[src/rtl/clock_set_ctrl.sv]
// -----------------------------------------------------------------------------
// clock_set_ctrl
//
// Sequencing and time-set controller for the hour:min:sec clock top.
//   RUN      : produces a one-cycle `enable` strobe every TICK_DIV clocks.
//   SET_HOUR : counting frozen, inc/dec edit the hour shadow register.
//   SET_MIN  : as above, minute field.
//   SET_SEC  : as above, second field; a mode press returns to RUN and
//              issues a one-cycle `load` with the edited values on data_*.
// Any SET state is abandoned (no load) after TIMEOUT_TICKS*TICK_DIV clocks
// without a button press.
//
// Ports
//   clock      in   system clock, rising edge
//   reset_n    in   asynchronous reset, ACTIVE-HIGH (name matches clock top)
//   btn_mode   in   mode button level (already synchronised)
//   btn_inc    in   increment button level (already synchronised)
//   btn_dec    in   decrement button level (already synchronised)
//   cur_hour   in   [5:0] current hour from the clock top
//   cur_min    in   [5:0] current minute from the clock top
//   cur_sec    in   [5:0] current second from the clock top
//   enable     out  one-cycle count strobe
//   load       out  one-cycle load strobe
//   data_hour  out  [5:0] hour value to load
//   data_min   out  [5:0] minute value to load
//   data_sec   out  [5:0] second value to load
//   set_state  out  [1:0] 0=RUN 1=SET_HOUR 2=SET_MIN 3=SET_SEC
//   blink      out  blink for the field being edited, 0 in RUN
// -----------------------------------------------------------------------------
module clock_set_ctrl #(
  parameter int TICK_DIV      = 100,
  parameter int TIMEOUT_TICKS = 30,
  parameter int HOUR_MAX      = 23,
  parameter int MS_MAX        = 59
) (
  input  logic       clock,
  input  logic       reset_n,
  input  logic       btn_mode,
  input  logic       btn_inc,
  input  logic       btn_dec,
  input  logic [5:0] cur_hour,
  input  logic [5:0] cur_min,
  input  logic [5:0] cur_sec,
  output logic       enable,
  output logic       load,
  output logic [5:0] data_hour,
  output logic [5:0] data_min,
  output logic [5:0] data_sec,
  output logic [1:0] set_state,
  output logic       blink
);

  localparam int TMO_LIMIT = TIMEOUT_TICKS * TICK_DIV;
  localparam int HALF_DIV  = TICK_DIV / 2;
  localparam int PW        = $clog2(TICK_DIV);
  localparam int TW        = $clog2(TMO_LIMIT + 1);
  localparam int BW        = (HALF_DIV > 1) ? $clog2(HALF_DIV) : 1;

  localparam logic [PW-1:0] PRESC_LAST = PW'(TICK_DIV - 1);
  localparam logic [TW-1:0] TMO_LAST   = TW'(TMO_LIMIT - 1);
  localparam logic [BW-1:0] BLINK_LAST = BW'(HALF_DIV - 1);
  localparam logic [5:0]    HOUR_TOP   = 6'(HOUR_MAX);
  localparam logic [5:0]    MS_TOP     = 6'(MS_MAX);

  typedef enum logic [1:0] {
    RUN      = 2'd0,
    SET_HOUR = 2'd1,
    SET_MIN  = 2'd2,
    SET_SEC  = 2'd3
  } state_t;

  state_t        state, state_next;
  logic [PW-1:0] presc;
  logic [TW-1:0] tmo_cnt;
  logic [BW-1:0] blink_cnt;
  logic          mode_q, inc_q, dec_q;
  logic [5:0]    shadow_hour, shadow_min, shadow_sec;
  logic [5:0]    hour_next, min_next, sec_next;

  logic mode_press, inc_press, dec_press, any_press;
  logic timeout_hit, edit_en, in_set;

  // Wrap-around helpers. Values above `top` (possible when capturing an
  // out-of-range cur_*) snap to 0 on increment; decrement never clamps.
  function automatic logic [5:0] wrap_up(input logic [5:0] v, input logic [5:0] top);
    return (v >= top) ? 6'd0 : v + 6'd1;
  endfunction

  function automatic logic [5:0] wrap_dn(input logic [5:0] v, input logic [5:0] top);
    return (v == 6'd0) ? top : v - 6'd1;
  endfunction

  // Rising edge on a level button; history resets to 1 so a button held
  // through reset release is not seen as a press.
  assign mode_press = btn_mode & ~mode_q;
  assign inc_press  = btn_inc  & ~inc_q;
  assign dec_press  = btn_dec  & ~dec_q;
  assign any_press  = mode_press | inc_press | dec_press;

  assign in_set      = (state != RUN);
  assign timeout_hit = in_set && !any_press && (tmo_cnt == TMO_LAST);
  // Mode wins over a simultaneous inc/dec; inc+dec together cancel.
  assign edit_en     = in_set && !mode_press && (inc_press ^ dec_press);

  // Next-state logic.
  // NOTE: every always_comb output gets a default first so no path leaves it
  // unassigned, which would otherwise infer a latch.
  always_comb begin
    state_next = state;
    unique case (state)
      RUN:      if (mode_press) state_next = SET_HOUR;
      SET_HOUR: if (mode_press) state_next = SET_MIN;
                else if (timeout_hit) state_next = RUN;
      SET_MIN:  if (mode_press) state_next = SET_SEC;
                else if (timeout_hit) state_next = RUN;
      SET_SEC:  if (mode_press || timeout_hit) state_next = RUN;
      default:  state_next = RUN;
    endcase
  end

  // Shadow register next values: capture on entry, edit while setting.
  always_comb begin
    hour_next = shadow_hour;
    min_next  = shadow_min;
    sec_next  = shadow_sec;
    if (state == RUN && mode_press) begin
      hour_next = cur_hour;
      min_next  = cur_min;
      sec_next  = cur_sec;
    end else if (edit_en) begin
      unique case (state)
        SET_HOUR: hour_next = inc_press ? wrap_up(shadow_hour, HOUR_TOP)
                                        : wrap_dn(shadow_hour, HOUR_TOP);
        SET_MIN:  min_next  = inc_press ? wrap_up(shadow_min, MS_TOP)
                                        : wrap_dn(shadow_min, MS_TOP);
        SET_SEC:  sec_next  = inc_press ? wrap_up(shadow_sec, MS_TOP)
                                        : wrap_dn(shadow_sec, MS_TOP);
        default: ;
      endcase
    end
  end

  // NOTE: sequential state uses non-blocking assignments so every register
  // samples the pre-edge values regardless of statement order.
  always_ff @(posedge clock or posedge reset_n) begin
    if (reset_n) begin
      state     <= RUN;
      presc     <= '0;
      tmo_cnt   <= '0;
      blink_cnt <= '0;
      blink     <= 1'b0;
      load      <= 1'b0;
      mode_q    <= 1'b1;
      inc_q     <= 1'b1;
      dec_q     <= 1'b1;
    end else begin
      state  <= state_next;
      mode_q <= btn_mode;
      inc_q  <= btn_inc;
      dec_q  <= btn_dec;

      // Only a mode press out of SET_SEC loads; a timeout exit does not.
      load <= (state == SET_SEC) && mode_press;

      // Prescaler runs only while staying in RUN; it restarts from 0 on
      // the first RUN cycle after any SET exit.
      if (state == RUN && state_next == RUN)
        presc <= (presc == PRESC_LAST) ? '0 : presc + PW'(1);
      else
        presc <= '0;

      if (state_next == RUN || state_next != state || any_press)
        tmo_cnt <= '0;
      else
        tmo_cnt <= tmo_cnt + TW'(1);

      // Blink restarts high on entry to each SET state.
      if (state_next == RUN) begin
        blink     <= 1'b0;
        blink_cnt <= '0;
      end else if (state_next != state) begin
        blink     <= 1'b1;
        blink_cnt <= '0;
      end else if (blink_cnt == BLINK_LAST) begin
        blink     <= ~blink;
        blink_cnt <= '0;
      end else begin
        blink_cnt <= blink_cnt + BW'(1);
      end
    end
  end

  always_ff @(posedge clock or posedge reset_n) begin
    if (reset_n) begin
      shadow_hour <= '0;
      shadow_min  <= '0;
      shadow_sec  <= '0;
    end else begin
      shadow_hour <= hour_next;
      shadow_min  <= min_next;
      shadow_sec  <= sec_next;
    end
  end

  // load cycle always has presc==0, so enable and load cannot coincide;
  // the !load term makes that explicit.
  assign enable    = (state == RUN) && (presc == PRESC_LAST) && !load;
  assign set_state = state;
  assign data_hour = shadow_hour;
  assign data_min  = shadow_min;
  assign data_sec  = shadow_sec;

endmodule

[config.mk]
export PLATFORM = sky130hd
export DESIGN_NAME = clock_set_ctrl
export DESIGN_NICKNAME = d
export VERILOG_FILES = /design/src/rtl/clock_set_ctrl.sv
export SDC_FILE = /design/constraint.sdc
export NUM_CORES = 1
export LEC_CHECK = 0
export ABC_AREA = 1
export CORE_UTILIZATION = 40
export DETAILED_ROUTE_END_ITERATION = 12
export GPL_TIMING_DRIVEN = 0
export HOLD_SLACK_MARGIN = 0.12
export SLEW_MARGIN = 40
export SYNTH_ARGS = -nofsm -noshare
export SYNTH_HDL_FRONTEND = slang
export SYNTH_SLANG_ARGS = --single-unit
[constraint.sdc]
create_clock -name clock -period 1.65 [get_ports clock]
set_input_delay 0.33 -clock clock [delete_from_list [all_inputs] [get_ports clock]]
set_output_delay 0.33 -clock clock [all_outputs]
set_load 0.1 [all_outputs]
==> results of run 1 <==
kinds of logic after synthesis:
family / share of synthesized area
and+or+nand+nor: 0.380
buffers and inverters: 0.0810
DFF: 0.376
AOI/OAI and AO/OA: 0.0562
xor gates and xnor gates: 0.0577
adders and majority gates: 0.0487
registers in the layout, summed over array words and instances (netlist names):
register   cells
tmo_cnt       12
presc          7
set_state      2
dec_q          1
mode_q         1
blink_cnt      6
data_sec       6
data_min       6
data_hour      6
blink          1
inc_q          1
load           1
cell type report:
class | instances | area (um2)
Tap cell | 102 | 128
Inverter | 53 | 206
Fill cell | 759 | 3770
Clock buffer | 6 | 72.6
Multi-Input combinational cell | 353 | 1880
Sequential cell | 50 | 1300
Buffer | 9 | 71.3
Clock inverter | 2 | 13.8
Timing Repair Buffer | 56 | 450
placed cells by master (no fill, tap or decap), types with 2 or more instances in the layout:
master and n:
inv_2 4, buf_2 25, clkbuf_8 5, dfrtp_2 13, dfstp_2 3, nor2_4 3, nor2_2 5, nand2_2 4
dlymetal6s2s_1 2, clkdlybuf4s50_1 20, inv_1 46, xor2_1 18, a31oi_1 2, a21oi_1 8, o21ai_0 9, xnor2_1 4
nand2_4 5, o21ai_1 5, buf_4 11, ha_1 12, dfrtp_4 8, dfrtp_1 26, o211ai_1 4, buf_6 4
nand3b_1 4, nand4_1 7, nand3_1 41, nor3_1 12, nand2_1 114, nor2_1 81, buf_12 2, inv_4 3
clkbuf_1 2
routing by layer:
metal,up-vias,GRT usage,wire [um]
li1,1596,-,-
met1,1386,0.244,3670
met2,53,0.318,3660
met3,4,0.0309,263
met4,0,0.0513,56
met5,-,0,0
metrics by stage:
stage	instance area, um2	hold slack (ps)	std cells
2_1_floorplan	3400	334	465
3_3_place_gp	3980	448	612
3_5_place_dp	3890	453	613
4_1_cts	4050	299	628
5_1_grt	4120	206	631
6_report	4120	212	631
how the worst max path moves through the flow:
stage | from | to | slack [ps] | cells after the start
floorplan | set_state[0] | enable | -240 | 3
global placement | reset_n | data_sec[1] | -1300 | 2
detailed placement | btn_mode | data_sec[0] | -370 | 8
CTS | presc[3] | enable | -200 | 4
global route | presc[3] | enable | -260 | 4
finish | presc[3] | enable | -160 | 4
repair_timing:
action | in CTS | in global routing
setup endpoints to repair | 15 | 29
pin swaps | 4 | 2
cloned | 0 | 1
resized for setup | 5 | 17
buffers inserted | 7 | 2
power by group:
part | internal (uW) | switching, uW
logic | 1060 | 3080
registers | 1580 | 357
clock network | 300 | 419
total | 2940 | 3860
==> results_dict.tcl, run 1 <==
set metrics [dict create \
    final_util 0.522 \
    critPathArrivalTime_ps 1480 \
    clk-insertion-delay-late_ps 300 \
    totalWireLength_mm 7.65 \
    max_cap_viol_count 0 \
    final_nets 564 \
    crit_fanout 2 \
    grt_usage 0.187 \
    die_h_um 93.4 \
    path_buf_inv 1 \
    fin_crit_sh 1.10 \
    first_pass_iters 4 \
    post_drt_wl_per_cell_um 12.1 \
    synth_area_um2 3340 \
    die-area_um2 8720 \
    rows 32 \
    relSlewSlack 0.674 \
    place_worst_setup_slack_ps -370 \
    synth-seq-cells 50 \
    io-pin-count 46 \
    finalSetupTns_ps -159 \
    synth_area_leaders "dfrtp_1 35%, nand2_1 13%, nor2_1 9.6%, nand3_1 6.1%, inv_1 5.4%" \
    critPathSlowestCell "dfrtp_1" \
    setup_violations 1 \
    r2r_slack_ps 90 \
    io_buffers 45 \
    h-tree-depth 2 \
    detailed_place_hpwl_mm 5.59 \
    grt_pass1_wl_mm 13.0 \
    violations "setup timing" \
    die_w_um 93.4 \
    worstRegToRegCells 9 \
    synthTopCellsByCount "115 x nand2_1, 85 x nor2_1, 48 x inv_1, 47 x dfrtp_1, 41 x nand3_1" \
    vias 3039 \
    antenna_cells 0 \
    clk_path_buf_depth 2 \
    drcViolationCount 0 \
    ys_types 35 \
    p_per_area_nw_per_um2 1650 \
    endpoint_kind "output pin" \
    hold_viol_final 0 \
    cp-start-kind "register" \
    cts_tree "yes" \
    hp-class "in2reg" \
    numCtsBuffers 5 \
    grt_setup_unrepaired "true" \
    synthMostInstantiatedCell "nand2_1" \
    grt_pass1_vias 2947 \
    worstPathCellList "nor3_2 -> nand3b_1 -> nor3_4 -> buf_12" \
    gp_congestion 0.899 \
    clock-root-buffer "clkbuf_8" \
    fin_crit_ps 1810 \
    max_stage_delay_ps 400 \
    rr_startpoint "mode_q" \
    drive_gt1_frac 0.204 \
    worst_pin_slew_ps 493 \
    gr-total-overflow 0 \
    fin_ws_ps -159 \
    r2r-end "data_hour[0]" \
    hold_start "btn_inc" \
    clk_pin_slew_ps 90 \
    synth-edff-count 0 \
    crit_family "simple AND/OR/NAND/NOR gates" \
    postRouteAntennaNets 0 \
    yosys.area.top_type "dfrtp_1" \
    clock_skew_ps 8.05 \
    via_per_inst 4.82 \
    initial_core_util 0.423 \
    critPathKind "reg2out" \
    grt_max_degree 38 \
    async_reset_ff_frac 1.00 \
    critPathRequiredTime_ps 1320 \
    cts_num_sinks 50 \
    vdd_ir_drop_max_uv 688 \
    p_leak_uw 0.00207 \
    synthCells 465 \
    ys_seq_area_frac 0.376 \
    area_growth_pct 23.4 \
    synth_flop_cell "dfrtp_1" \
    coreArea_um2 7890 \
    ys_warn_count 0 \
    p_total_uw 6800 \
    antenna_found_initial 0 \
    hold_path_depth 1 \
    drtIter0Drc 87 \
    synth.avg_cell_area_um2 7.18 \
    synth_top_area_frac 0.352 \
    status "complete, but fails checks" \
    ctsHoldBuffers 0 \
    max_freq_mhz 553 \
    finalMaxSlewViolations 0 \
    whs_endpoint "inc_q" \
    syn-num-nets 501 \
]
Power figures use the tool's default switching activity.
==> inputs of run 2 (changes only) <==
CORE_MARGIN = 2   (was unset)
==> run 2 against run 1 <==
Against the previous run: the run still ends with setup timing left; global-route usage about the same; largest cell class unchanged; cell count is 0.48% higher; total power increased by 5.9%; highest routed layer unchanged; clock-buffer cell count fell by 1; non-clock buffer count unchanged; register-to-register slack hardly changed; core utilization decreased by 0.54 points.
==> results_dict.tcl, run 2 (synthesized netlist as in run 1, its figures left out) <==
set metrics [dict create \
    grtUsageMet1 0.246 \
    critPathKind "reg2out" \
    fin_crit_sh 1.11 \
    relSlewSlack 0.673 \
    crit_fanout 3 \
    status "complete, but fails checks" \
    grt.busiest_layer "met2" \
    cts_tree "yes" \
    ctsHoldBuffers 0 \
    grt_pass1_vias 3026 \
    setup_violations 1 \
    worstPathCellList "nor3_2 -> nand3b_1 -> nor3_4 -> buf_12" \
    hp-class "in2reg" \
    io-pin-count 46 \
    max_freq_mhz 546 \
    layout_common_cells "113 x nand2_1, 80 x nor2_1, 45 x inv_1, 41 x nand3_1, 26 x dfrtp_1" \
    fin_ws_ps -182 \
    max_stage_delay_ps 420 \
    numCtsBuffers 5 \
    clock_skew_ps 9.35 \
    die_w_um 95.4 \
    coreArea_um2 8130 \
    drcViolationCount 0 \
    place_worst_setup_slack_ps -400 \
    worst_pin_slew_ps 493 \
    totalWireLength_mm 7.98 \
    critPathArrivalTime_ps 1500 \
    vias 3141 \
    use_met2 0.317 \
    cts_num_sinks 50 \
    clk-insertion-delay-late_ps 310 \
    r2r_slack_ps 100 \
    clk_path_buf_depth 2 \
    first_pass_iters 4 \
    finalMaxSlewViolations 0 \
    critPathSlowestCell "dfrtp_1" \
    largest_register_ffs 12 \
    max_cap_viol_count 0 \
    crit_family "simple AND/OR/NAND/NOR gates" \
    vdd_ir_drop_max_uv 857 \
    io_buffers 45 \
    violations "setup timing" \
    initial_core_util 0.410 \
    antenna_cells 0 \
    regMostFlops "tmo_cnt" \
    drive_gt1_frac 0.212 \
    grt_max_degree 35 \
    grt_setup_unrepaired "true" \
    antenna_found_initial 0 \
    gr-usage-met3 0.0316 \
    final_area_um2 4200 \
    hold_viol_final 0 \
    p_leak_uw 0.00210 \
    top_regs "tmo_cnt: 12 flops, presc: 7 flops" \
    die_h_um 95.4 \
    gr-total-overflow 0 \
    final_util 0.517 \
    via_per_inst 4.95 \
    fin_crit_ps 1830 \
    placed_area_um2 3890 \
    p_total_uw 7200 \
    clk_pin_slew_ps 100 \
    endpoint_kind "output pin" \
    area_growth_pct 25.9 \
    rows 33 \
    detailed_place_hpwl_mm 5.78 \
    clock-root-buffer "clkbuf_8" \
    gp_congestion 0.867 \
    finalSetupTns_ps -182 \
    grt_usage 0.187 \
    critPathRequiredTime_ps 1320 \
    p_per_area_nw_per_um2 1710 \
    h-tree-depth 2 \
    drtIter0Drc 80 \
    grt_pass1_wl_mm 13.5 \
    post_drt_wl_per_cell_um 12.6 \
    die-area_um2 9090 \
    layout_commonest_cell "nand2_1" \
    postRouteAntennaNets 0 \
    final_nets 564 \
    cp-start-kind "register" \
    path_buf_inv 1 \
]
## run 2: changes by cell type in the layout (fill, tap and decap cells not counted), moves of 2 or more
cell,change
buf_4,-2
buf_8,+2
clkbuf_4,+2
bufinv_16,+2
## run 2: layout make-up
| cell class | count | area [um2] |
|---|---|---|
| fillers | 803 | 3930 |
| multi-input cells | 353 | 1890 |
| flip-flops and latches | 50 | 1300 |
| repair buffers | 56 | 453 |
| inverters | 53 | 209 |
| well taps | 105 | 131 |
| plain buffers | 9 | 82.6 |
| clock buffers | 5 | 68.8 |
| clock inverters | 3 | 68.8 |
## run 2: what timing repair did
item | 4_1_cts | 5_1_grt
pin swaps | 3 | 5
setup buffers | 5 | 4
cloned | 0 | 1
gates resized for setup | 5 | 27
endpoints found under the hold margin | 0 | 0
setup endpoints to repair | 18 | 27
## run 2: layer usage
metal / vias to the layer above / routed length (um)
met5: - / 0
met4: 0 / 79
met3: 9 / 315
met2: 55 / 3880
met1: 1469 / 3710
li1: 1608 / -
## run 2: final timing paths
kind,startpoint,end,cells after the start
setup / recovery,presc[3],enable,4
hold / removal,btn_mode,mode_q,1
setup reg to reg,data_hour[0],data_hour[2],8
hold reg to reg,presc[0],presc[0],1
max in group asynchronous,reset_n,dec_q,3
min in group asynchronous,reset_n,data_min[5],2
## run 2: metrics by stage
stage | hold WS (ps) | instances
6_report | 208 | 634
3_3_place_gp | 448 | 615
4_1_cts | 309 | 629
3_5_place_dp | 451 | 616
2_1_floorplan | 334 | 465
5_1_grt | 192 | 634
## run 2: worst register-to-register path, delay by kind of cell (launching register included)
family | cells | cell delay (ps)
AO/OA/AOI/OAI | 2 | 330
adder cells (fa/ha/maj) | 1 | 240
flip-flops | 1 | 530
AND/OR/NAND/NOR | 5 | 390
## run 2: power by group
part / total, uW / internal [uW] / switching [uW]
Combinational: 4220 / 1090 / 3120
Sequential: 1930 / 1580 / 355
Clock: 1050 / 608 / 440
Total: 7200 / 3280 / 3920
==> inputs of run 3 (changes only) <==
CTS_CLUSTER_SIZE = 10   (was unset)
==> results of run 3 <==
Final layout, timing and power as in run 2 (identical DEF).
